File: config.mk
export PLATFORM = sky130hd
export DESIGN_NAME = rr_addr_arbiter
export DESIGN_NICKNAME = d
export VERILOG_FILES = /design/src/rtl/rr_addr_arbiter.sv
export SDC_FILE = /design/constraint.sdc
export NUM_CORES = 1
export LEC_CHECK = 0
export ABC_AREA = 1
export ABC_CLOCK_PERIOD_IN_PS = 4800
export CAP_MARGIN = 20
export CELL_PAD_IN_SITES_DETAIL_PLACEMENT = 1
export CELL_PAD_IN_SITES_GLOBAL_PLACEMENT = 2
export CORE_ASPECT_RATIO = 1.2
export CORE_MARGIN = 4
export CORE_UTILIZATION = 29
export CTS_BUF_LIST = sky130_fd_sc_hd__clkbuf_16
export CTS_CLUSTER_SIZE = 12
export DETAILED_ROUTE_END_ITERATION = 12
export GPL_ROUTABILITY_DRIVEN = 0
export MAX_ROUTING_LAYER = met4
export PLACE_DENSITY = 0.87
export SLEW_MARGIN = 30
export SYNTH_ARGS = -nofsm -noshare
export SYNTH_HDL_FRONTEND = slang
export SYNTH_SLANG_ARGS = --single-unit
File: constraint.sdc
create_clock -name clk -period 4.8 [get_ports clk]
set_input_delay 0.96 -clock clk [delete_from_list [all_inputs] [get_ports clk]]
set_output_delay 0.96 -clock clk [all_outputs]
set_load 0.03 [all_outputs]
File: src/rtl/rr_addr_arbiter.sv
// Round-robin arbiter: 15 requesters share one addressed resource, grant held until release or drop.
// Optional ARB_TIMEOUT_EN bounds each grant to HOLD_MAX cycles and adds TimeoutPulse.
module rr_addr_arbiter #(
  parameter int HOLD_MAX = 255,
  parameter int PTR_INIT = 14
) (
  input  logic        clk,
  input  logic        rst_n,
  input  logic [14:0] ReqIn,
  input  logic        Release,
  output logic [14:0] GntOut,
  output logic [3:0]  GntAddr,
  output logic        GntValid,
`ifdef ARB_TIMEOUT_EN
  output logic        TimeoutPulse,
`endif
  output logic        Busy
);

  // state | meaning
  // IDLE  | no owner, arbitrate on any request
  // GRANT | owner holds the resource until release/drop
  // GAP   | one dead cycle between owners
  typedef enum logic [1:0] {IDLE, GRANT, GAP} state_t;

  state_t      state;
  logic [3:0]  ptr;
  logic [3:0]  owner;
  logic        win_found;
  logic [3:0]  win_idx;
  logic [4:0]  sum;
  logic        drop;
  logic        grant_exit;

  function automatic logic [3:0] enc(input logic [3:0] k);
    return (k == 4'd14) ? 4'd0 : k + 4'd1;
  endfunction

  // Search starts after the pointer and visits the pointer itself last.
  always_comb begin
    win_found = 1'b0;
    win_idx   = ptr;
    sum       = 5'd0;
    for (int i = 1; i <= 15; i++) begin
      sum = {1'b0, ptr} + 5'(i);
      if (sum >= 5'd15) sum = sum - 5'd15;
      if (!win_found && ReqIn[sum[3:0]]) begin
        win_found = 1'b1;
        win_idx   = sum[3:0];
      end
    end
  end

  assign drop = ~ReqIn[owner];

`ifdef ARB_TIMEOUT_EN
  logic [7:0] hold_cnt;
  logic       tmo_hit;
  assign tmo_hit    = (hold_cnt == 8'(HOLD_MAX - 1));
  assign grant_exit = Release | drop | tmo_hit;

  always_ff @(posedge clk or negedge rst_n) begin
    if (!rst_n) begin
      hold_cnt     <= 8'd0;
      TimeoutPulse <= 1'b0;
    end else begin
      TimeoutPulse <= 1'b0;
      if (state == IDLE) begin
        hold_cnt <= 8'd0;
      end else if (state == GRANT) begin
        if (grant_exit) TimeoutPulse <= tmo_hit & ~Release & ~drop;
        else            hold_cnt     <= hold_cnt + 8'd1;
      end
    end
  end
`else
  assign grant_exit = Release | drop;
`endif

  always_ff @(posedge clk or negedge rst_n) begin
    if (!rst_n) begin
      state    <= IDLE;
      ptr      <= 4'(PTR_INIT);
      owner    <= 4'd0;
      GntOut   <= 15'd0;
      GntAddr  <= 4'd0;
      GntValid <= 1'b0;
      Busy     <= 1'b0;
    end else begin
      case (state)
        IDLE: begin
          if (win_found) begin
            state    <= GRANT;
            owner    <= win_idx;
            GntOut   <= 15'd1 << win_idx;
            GntAddr  <= enc(win_idx);
            GntValid <= 1'b1;
            Busy     <= 1'b1;
          end
        end
        GRANT: begin
          if (grant_exit) begin
            state    <= GAP;
            ptr      <= owner;
            GntOut   <= 15'd0;
            GntAddr  <= 4'd0;
            GntValid <= 1'b0;
          end
        end
        GAP: begin
          state <= IDLE;
          Busy  <= 1'b0;
        end
        default: begin
          state    <= IDLE;
          GntOut   <= 15'd0;
          GntAddr  <= 4'd0;
          GntValid <= 1'b0;
          Busy     <= 1'b0;
        end
      endcase
    end
  end

endmodule

==> results of run 1 <==
==> per-stage QoR <==
stage	worst slack, ns	instances	utilization, %	hold slack [ns]	TNS [ns]
6_report	0.1891	1599	38.68	0.4865	0
4_1_cts	0.002019	1571	35.73	0.4865	0
3_3_place_gp	-0.03504	1563	34.94	0.4695	-0.03504
5_1_grt	-0.1230	1599	38.68	0.5188	-1.168
2_1_floorplan	0.3128	1188	-	0.4749	0
3_5_place_dp	-0.1472	1563	34.94	0.4716	-1.128
==> kinds of logic (layout without fill, tap and decap cells) <==
family	count (synthesis)	after routing	share of synthesized area [%]
adders and majority gates	17	17	3.228
xor gates and xnor gates	7	7	1.272
DFF	31	31	11.83
buffers and inverters	216	347	13.41
AOI/OAI and AO/OA	257	257	23.98
and+or+nand+nor	660	661	46.28
==> cell type report <==
type | instances | area [µm²] | share of cell area [%]
clock buffer | 5 | 125.1 | 1.446
timing repair buffer | 159 | 1338 | 15.46
tap | 279 | 349.1 | 4.034
sequential | 31 | 780.7 | 9.023
inverter | 180 | 683.2 | 7.895
multi-input combinational | 942 | 5361 | 61.96
clock inverter | 3 | 16.27 | 0.1880
==> timing repair <==
action,in CTS,in global routing
setup buffers,0,27
setup endpoints to repair,20,23
gates cloned,0,2
gates resized for setup,10,114
pin swaps,0,27
==> worst max path at each step <==
| stage | to | cells past startpoint | slack, ns |
|---|---|---|---|
| global placement | GntAddr[2] | 27 | -0.04 |
| floorplan | GntAddr[2] | 34 | 0.31 |
| detailed placement | GntAddr[2] | 32 | -0.15 |
| finish | GntAddr[2] | 28 | 0.19 |
| CTS | GntAddr[2] | 35 | 0.002 |
| global route | GntAddr[2] | 29 | -0.12 |
==> flip-flops by register name, summed over array words and instances, names as in the netlist <==
name      count
GntOut       15
GntAddr       4
owner         4
ptr           4
state         2
Busy          1
GntValid      1
==> synthesized netlist by cell type (all sizes together) (4+ instances only) <==
cell | number | area [µm²]
buf | 19 | 143.9
a221oi | 4 | 35.03
o21ai | 142 | 755.7
ha | 17 | 212.7
xnor2 | 4 | 42.55
dfrtp | 28 | 700.7
o211ai | 33 | 247.7
nor2 | 60 | 276.5
or2 | 5 | 31.28
nand2 | 393 | 1615
nand3 | 183 | 975.9
inv | 177 | 664.4
o22ai | 20 | 187.7
clkbuf | 17 | 63.81
nand4 | 13 | 102.6
a21oi | 42 | 221.5
==> critical path, delay by kind of cell (launching register included) <==
| kind | cells | cell delay, ns |
|---|---|---|
| flops | 1 | 0.62 |
| simple gates | 20 | 2.39 |
| compound gates | 2 | 0.26 |
| fa+ha+maj | 2 | 0.49 |
| buf+inv | 4 | 0.70 |
==> routing by layer <==
metal / part of all wire (%) / vias to the layer above
met5: 0 / -
met4: 6.5 / 0
met3: 4.7 / 140
met1: 39 / 4230
li1: - / 4196
met2: 50 / 283
==> impl_summary.txt, run 1 <==
----------------------------------------------------
[Die]
  Die X ... 145.6 µm
  Cell row count ... 60
  Initial Utilization ... 29.45%
  Top-level I/O count ... 39
  Full die area ... 25210 µm²
  Area inside the core boundary ... 22370 µm²
  Overall die height ... 173.1 µm

[Worst setup path]
  Category of the most critical setup path ... reg2reg
  Cell type of the slowest stage on the worst timing path ... sky130_fd_sc_hd__dfstp_2
  Reg2Reg Launch Point ... ptr[1]
  CP startpoint kind ... flip-flop
  Delay of the slowest cell on the worst path ... 0.62 ns
  Startpoint of the worst setup timing path ... ptr[1]
  FF-to-FF setup slack ... 0.19 ns
  WP data required ... 4.94 ns
  Kind of end point of the critical path ... flip-flop
  Arrival time of data at the critical path endpoint ... 4.75 ns
  Worst-path fanout max ... 8
  Worst reg2reg path depth ... 28
  R2r endpoint ... GntAddr[2]

[Detailed routing]
  Routed via count divided by cell count ... 5.534
  Total Routed Length ... 32790 µm
  Initial drt markers ... 476
  DRC violation count after routing ... 0
  Routed vias ... 8849
  Detailed-route wire length per cell ... 20.50 µm
  Antenna viol nets, final ... 0
  Iteration count of the initial detailed-routing pass ... 5

[Min path]
  Worst hold-check path type ... reg2reg
  Worst hold path endpoint ... Busy
  Worst hold stages ... 2
  Hold Startpoint ... Busy

[Timing]
  Pin slew with the least headroom to its limit ... 0.7737 ns
  Clock tree skew after final layout ... 0.004895 ns
  Final Max Tran Viols ... 0
  Final cycle utilization of the critical path ... 96.06%
  Setup-violating endpoint count in the final report ... 0
  Highest achievable clock rate ... 216.9 MHz
  Final hold violations ... 0
  Slew Limit Headroom ... 47.87%
  Unrepaired setup endpoints after global routing ... true
  Clock period minus final worst setup slack ... 4.611 ns

[Flow run]
  Max capacitance violation total ... 0

[Global route]
  Maximum number of pins on one net before global-route repair ... 32
  Met2 Track Usage GR ... 43.91%
  GRT Total Usage ... 25.17%
  Vias in the first global route ... 8844
  Wire length of the first global-routing pass ... 49350 µm
  Total congestion overflow ... 0
  Met3 track utilization from global routing ... 3.355%
  Gr busiest metal ... met2
  Initial antenna violation count ... 0
  Global routing met1 resource utilization ... 27.74%

[CTS]
  Clock Root Buffer ... sky130_fd_sc_hd__clkbuf_16
  Post-CTS Hold Buffers ... 0
  Clock insertion delay at the later pin of the skew report ... 0.28 ns
  CTS clk-pin slew, worst paths ... 0.06 ns
  CTS HTree Levels ... 2
  TritonCTS clock tree ... done
  Number of sinks driven by the clock tree ... 31
  TritonCTS Buffers ... 5
  Deepest clock path buffer count ... 2

[Cells and area]
  Most common cell after layout, fill and taps aside ... sky130_fd_sc_hd__nand2_1
  Highest-count cells in the layout ignoring fill and taps ... 332 x sky130_fd_sc_hd__nand2_1, 161 x sky130_fd_sc_hd__nand3_1, 153 x sky130_fd_sc_hd__inv_1
  Ratio of cells with drive above 1 in the final layout ... 22.88%
  # fillers ... 3036
  Nets@finish ... 1354
  Post-layout instance area ... 8653 µm²
  Area growth from synthesis to final layout ... 31.33%
  # diodes ... 0

[Synth]
  Number of synthesized flops with an enable pin ... 0
  Instance count of the mapped netlist ... 1188
  Seq/Total Area, Yosys ... 11.83%
  Share of flip-flops with an asynchronous set or reset ... 100.0%
  Number of unique standard cell types used by synthesis ... 52
  Total of warnings raised by yosys ... 0
  Combined area of all synthesized cells ... 6589 µm²
  Avg Inst Size Synth ... 5.546 µm²
  Net count after synthesis ... 1223
  Top FF cell, synth ... sky130_fd_sc_hd__dfrtp_1
  Number of synthesized register bits ... 31

[Placement]
  HPWL Detailed ... 25370 µm
  Buffers added on ports ... 38
  Cell area after placement ... 7816 µm²

[Run status]
  Status ... finished clean

----------------------------------------------------
Power of run 1 is left out: the tool's default activity adds up to more than one toggle a clock period on the data nets, which glitch-free logic cannot reach.
==> run 2, diff against run 1 <==
--- a/config.mk
+++ b/config.mk
@@ -8,17 +8,15 @@
 export ABC_AREA = 1
 export ABC_CLOCK_PERIOD_IN_PS = 4800
 export CAP_MARGIN = 20
-export CELL_PAD_IN_SITES_DETAIL_PLACEMENT = 1
-export CELL_PAD_IN_SITES_GLOBAL_PLACEMENT = 2
 export CORE_ASPECT_RATIO = 1.2
 export CORE_MARGIN = 4
-export CORE_UTILIZATION = 29
+export CORE_UTILIZATION = 30
 export CTS_BUF_LIST = sky130_fd_sc_hd__clkbuf_16
 export CTS_CLUSTER_SIZE = 12
 export DETAILED_ROUTE_END_ITERATION = 12
 export GPL_ROUTABILITY_DRIVEN = 0
 export MAX_ROUTING_LAYER = met4
-export PLACE_DENSITY = 0.87
+export PLACE_DENSITY_LB_ADDON = 0.12
 export SLEW_MARGIN = 30
 export SYNTH_ARGS = -nofsm -noshare
 export SYNTH_HDL_FRONTEND = slang
==> impl_summary.txt, run 2 (synthesis results as in run 1) <==
----------------------------------------------------
[Timing]
  Clock tree skew after final layout ... 0.01139 ns (+0.006495 ns)
  Setup-violating endpoint count in the final report ... 0 (unchanged)
  Highest achievable clock rate ... 219.0 MHz (+0.99%)
  Slew Limit Headroom ... 43.51% (-4.4 points)
  Final hold violations ... 0 (unchanged)
  Unrepaired setup endpoints after global routing ... true
  Final Max Tran Viols ... 0 (unchanged)
  Clock period minus final worst setup slack ... 4.566 ns (-0.04515 ns)
  Final cycle utilization of the critical path ... 95.12% (-0.94 points)
  Pin slew with the least headroom to its limit ... 0.8368 ns (+0.06307 ns)

[Placement]
  Cell area after placement ... 8028 µm² (+2.7%)
  Placed insts ... 1581 (+1.2%)
  Buffers added on ports ... 38 (unchanged)
  HPWL Detailed ... 24340 µm (-4.1%)

[Global route]
  Total congestion overflow ... 0 (unchanged)
  Met3 track utilization from global routing ... 1.602% (-1.8 points)
  GRT Total Usage ... 25.40% (+0.23 points)
  Met2 Track Usage GR ... 45.34% (+1.4 points)
  Maximum number of pins on one net before global-route repair ... 32 (unchanged)
  Wire length of the first global-routing pass ... 46730 µm (-5.3%)
  Gr busiest metal ... met2
  Vias in the first global route ... 8229 (-7.0%)
  Initial antenna violation count ... 0 (unchanged)
  Global routing met1 resource utilization ... 28.95% (+1.2 points)

[CTS]
  Clock insertion delay at the later pin of the skew report ... 0.29 ns (about the same)
  TritonCTS Buffers ... 5 (unchanged)
  TritonCTS clock tree ... done
  CTS HTree Levels ... 2 (unchanged)
  Clock Root Buffer ... sky130_fd_sc_hd__clkbuf_16
  Number of sinks driven by the clock tree ... 31 (unchanged)
  CTS clk-pin slew, worst paths ... 0.06 ns (about the same)
  Deepest clock path buffer count ... 2 (unchanged)

[Die]
  Initial Utilization ... 30.46% (+1.0 points)
  Area inside the core boundary ... 21630 µm² (-3.3%)
  Cell row count ... 59 (-1.7%)
  Die X ... 143.3 µm (-1.6%)
  Overall die height ... 170.3 µm (-1.6%)
  Full die area ... 24410 µm² (-3.2%)
  Top-level I/O count ... 39 (unchanged)

[Cells and area]
  Number of flip-flops under the largest register name ... 15 (unchanged)
  Area growth from synthesis to final layout ... 32.30%
  Ratio of cells with drive above 1 in the final layout ... 22.66% (-0.22 points)
  Nets@finish ... 1367 (+0.96%)
  Non-filler cells, final ... 1607 (+0.50%)
  # fillers ... 2400 (-21%)
  # diodes ... 0 (unchanged)
  Post-layout instance area ... 8717 µm² (+0.74%)
  Register with the most flip-flops ... GntOut
  Most common cell after layout, fill and taps aside ... sky130_fd_sc_hd__nand2_1
  Highest-count cells in the layout ignoring fill and taps ... 335 x sky130_fd_sc_hd__nand2_1, 160 x sky130_fd_sc_hd__nand3_1, 157 x sky130_fd_sc_hd__inv_1

[Worst setup path]
  CP startpoint kind ... flip-flop
  Worst-path fanout max ... 6 (-2)
  Delay of the slowest cell on the worst path ... 0.57 ns (-0.05 ns)
  Kind of end point of the critical path ... flip-flop
  Category of the most critical setup path ... reg2reg
  Arrival time of data at the critical path endpoint ... 4.71 ns (-0.04 ns)
  Cell repeated most along the worst path ... sky130_fd_sc_hd__nand2_1
  WP data required ... 4.94 ns (about the same)
  Cell type of the slowest stage on the worst timing path ... sky130_fd_sc_hd__dfstp_2

[Detailed routing]
  Iteration count of the initial detailed-routing pass ... 5 (unchanged)
  Detailed-route wire length per cell ... 18.96 µm (-7.5%)
  Initial drt markers ... 701 (+47%)
  Antenna viol nets, final ... 0 (unchanged)
  Routed vias ... 8578 (-3.1%)
  Total Routed Length ... 30470 µm (-7.1%)
  DRC violation count after routing ... 0 (unchanged)
  Routed via count divided by cell count ... 5.338 (-3.5%)

[Min path]
  Worst hold-check path type ... reg2reg

[Run status]
  Status ... finished clean

[Flow run]
  Max capacitance violation total ... 0 (unchanged)

----------------------------------------------------
[run 2: cell count changes in the layout (fill, tap and decap cells not counted), moves of 3 or more]
cell | before | now
sky130_fd_sc_hd__o21ai_0 | 103 | 106
sky130_fd_sc_hd__inv_2 | 22 | 17
sky130_fd_sc_hd__buf_6 | 7 | 2
sky130_fd_sc_hd__inv_1 | 153 | 157
sky130_fd_sc_hd__ha_4 | 6 | 3
sky130_fd_sc_hd__nand2_1 | 332 | 335
sky130_fd_sc_hd__o21ai_2 | 9 | 3
sky130_fd_sc_hd__nand2_2 | 41 | 36
sky130_fd_sc_hd__buf_4 | 111 | 128
[run 2: timing repair]
item	CTS	global route
pin swaps	0	5
resized for setup	1	100
cloned	0	1
hold buffers	0	0
setup buffers	3	14
endpoints found under the setup margin	3	23
hold endpoints to repair	0	0
[run 2: path summary, 6_finish.rpt]
check                       start    endpoint  slack [ns]  cells after the start
max                        ptr[1]  GntAddr[2]        0.23                     33
min                          Busy        Busy        0.48                      2
min in group asynchronous   rst_n  GntAddr[2]        1.08                      2
max reg2reg                ptr[1]  GntAddr[2]        0.23                     33
max in group asynchronous   rst_n      ptr[1]        3.39                      2
min reg2reg                  Busy        Busy        0.48                      2
[run 2: worst max-delay path: cells and delay by family, from the launching register on]
family / cells / cell delay (ns)
compound gates: 3 / 0.36
simple gates: 23 / 2.31
buf+inv: 5 / 0.58
flops: 1 / 0.57
fa+ha+maj: 2 / 0.59
[run 2: per-stage QoR]
stage                     setup TNS (ns)  util [%]  hold WS (ns)  setup slack [ns]
after floorplan                        0         -        0.4749            0.3128
after global placement           -0.2330     37.08        0.4707           -0.1086
after global routing              -1.816     40.30        0.4992           -0.1515
final                                  0     40.30        0.4795            0.2343
after CTS                              0     37.89        0.4843           0.06100
after detailed placement        -0.02175     37.11        0.4670          -0.02175
[run 2: per-layer routing]
| metal | vias to the layer above | routed length, µm |
|---|---|---|
| met5 | - | 0 |
| met4 | 0 | 1663 |
| met3 | 85 | 1521 |
| met2 | 312 | 15330 |
| met1 | 3952 | 11960 |
| li1 | 4229 | - |
[run 2: cell type report]
class	instances	area [µm²]	area share [%]
repair buffers	172	1439	16.51
clock inverters	3	20.02	0.2297
multi-input cells	942	5324	61.07
well taps	274	342.8	3.933
clock buffers	5	125.1	1.435
inverters	180	686.9	7.880
flip-flops and latches	31	779.5	8.942
Power of run 2 is left out for the same reason.
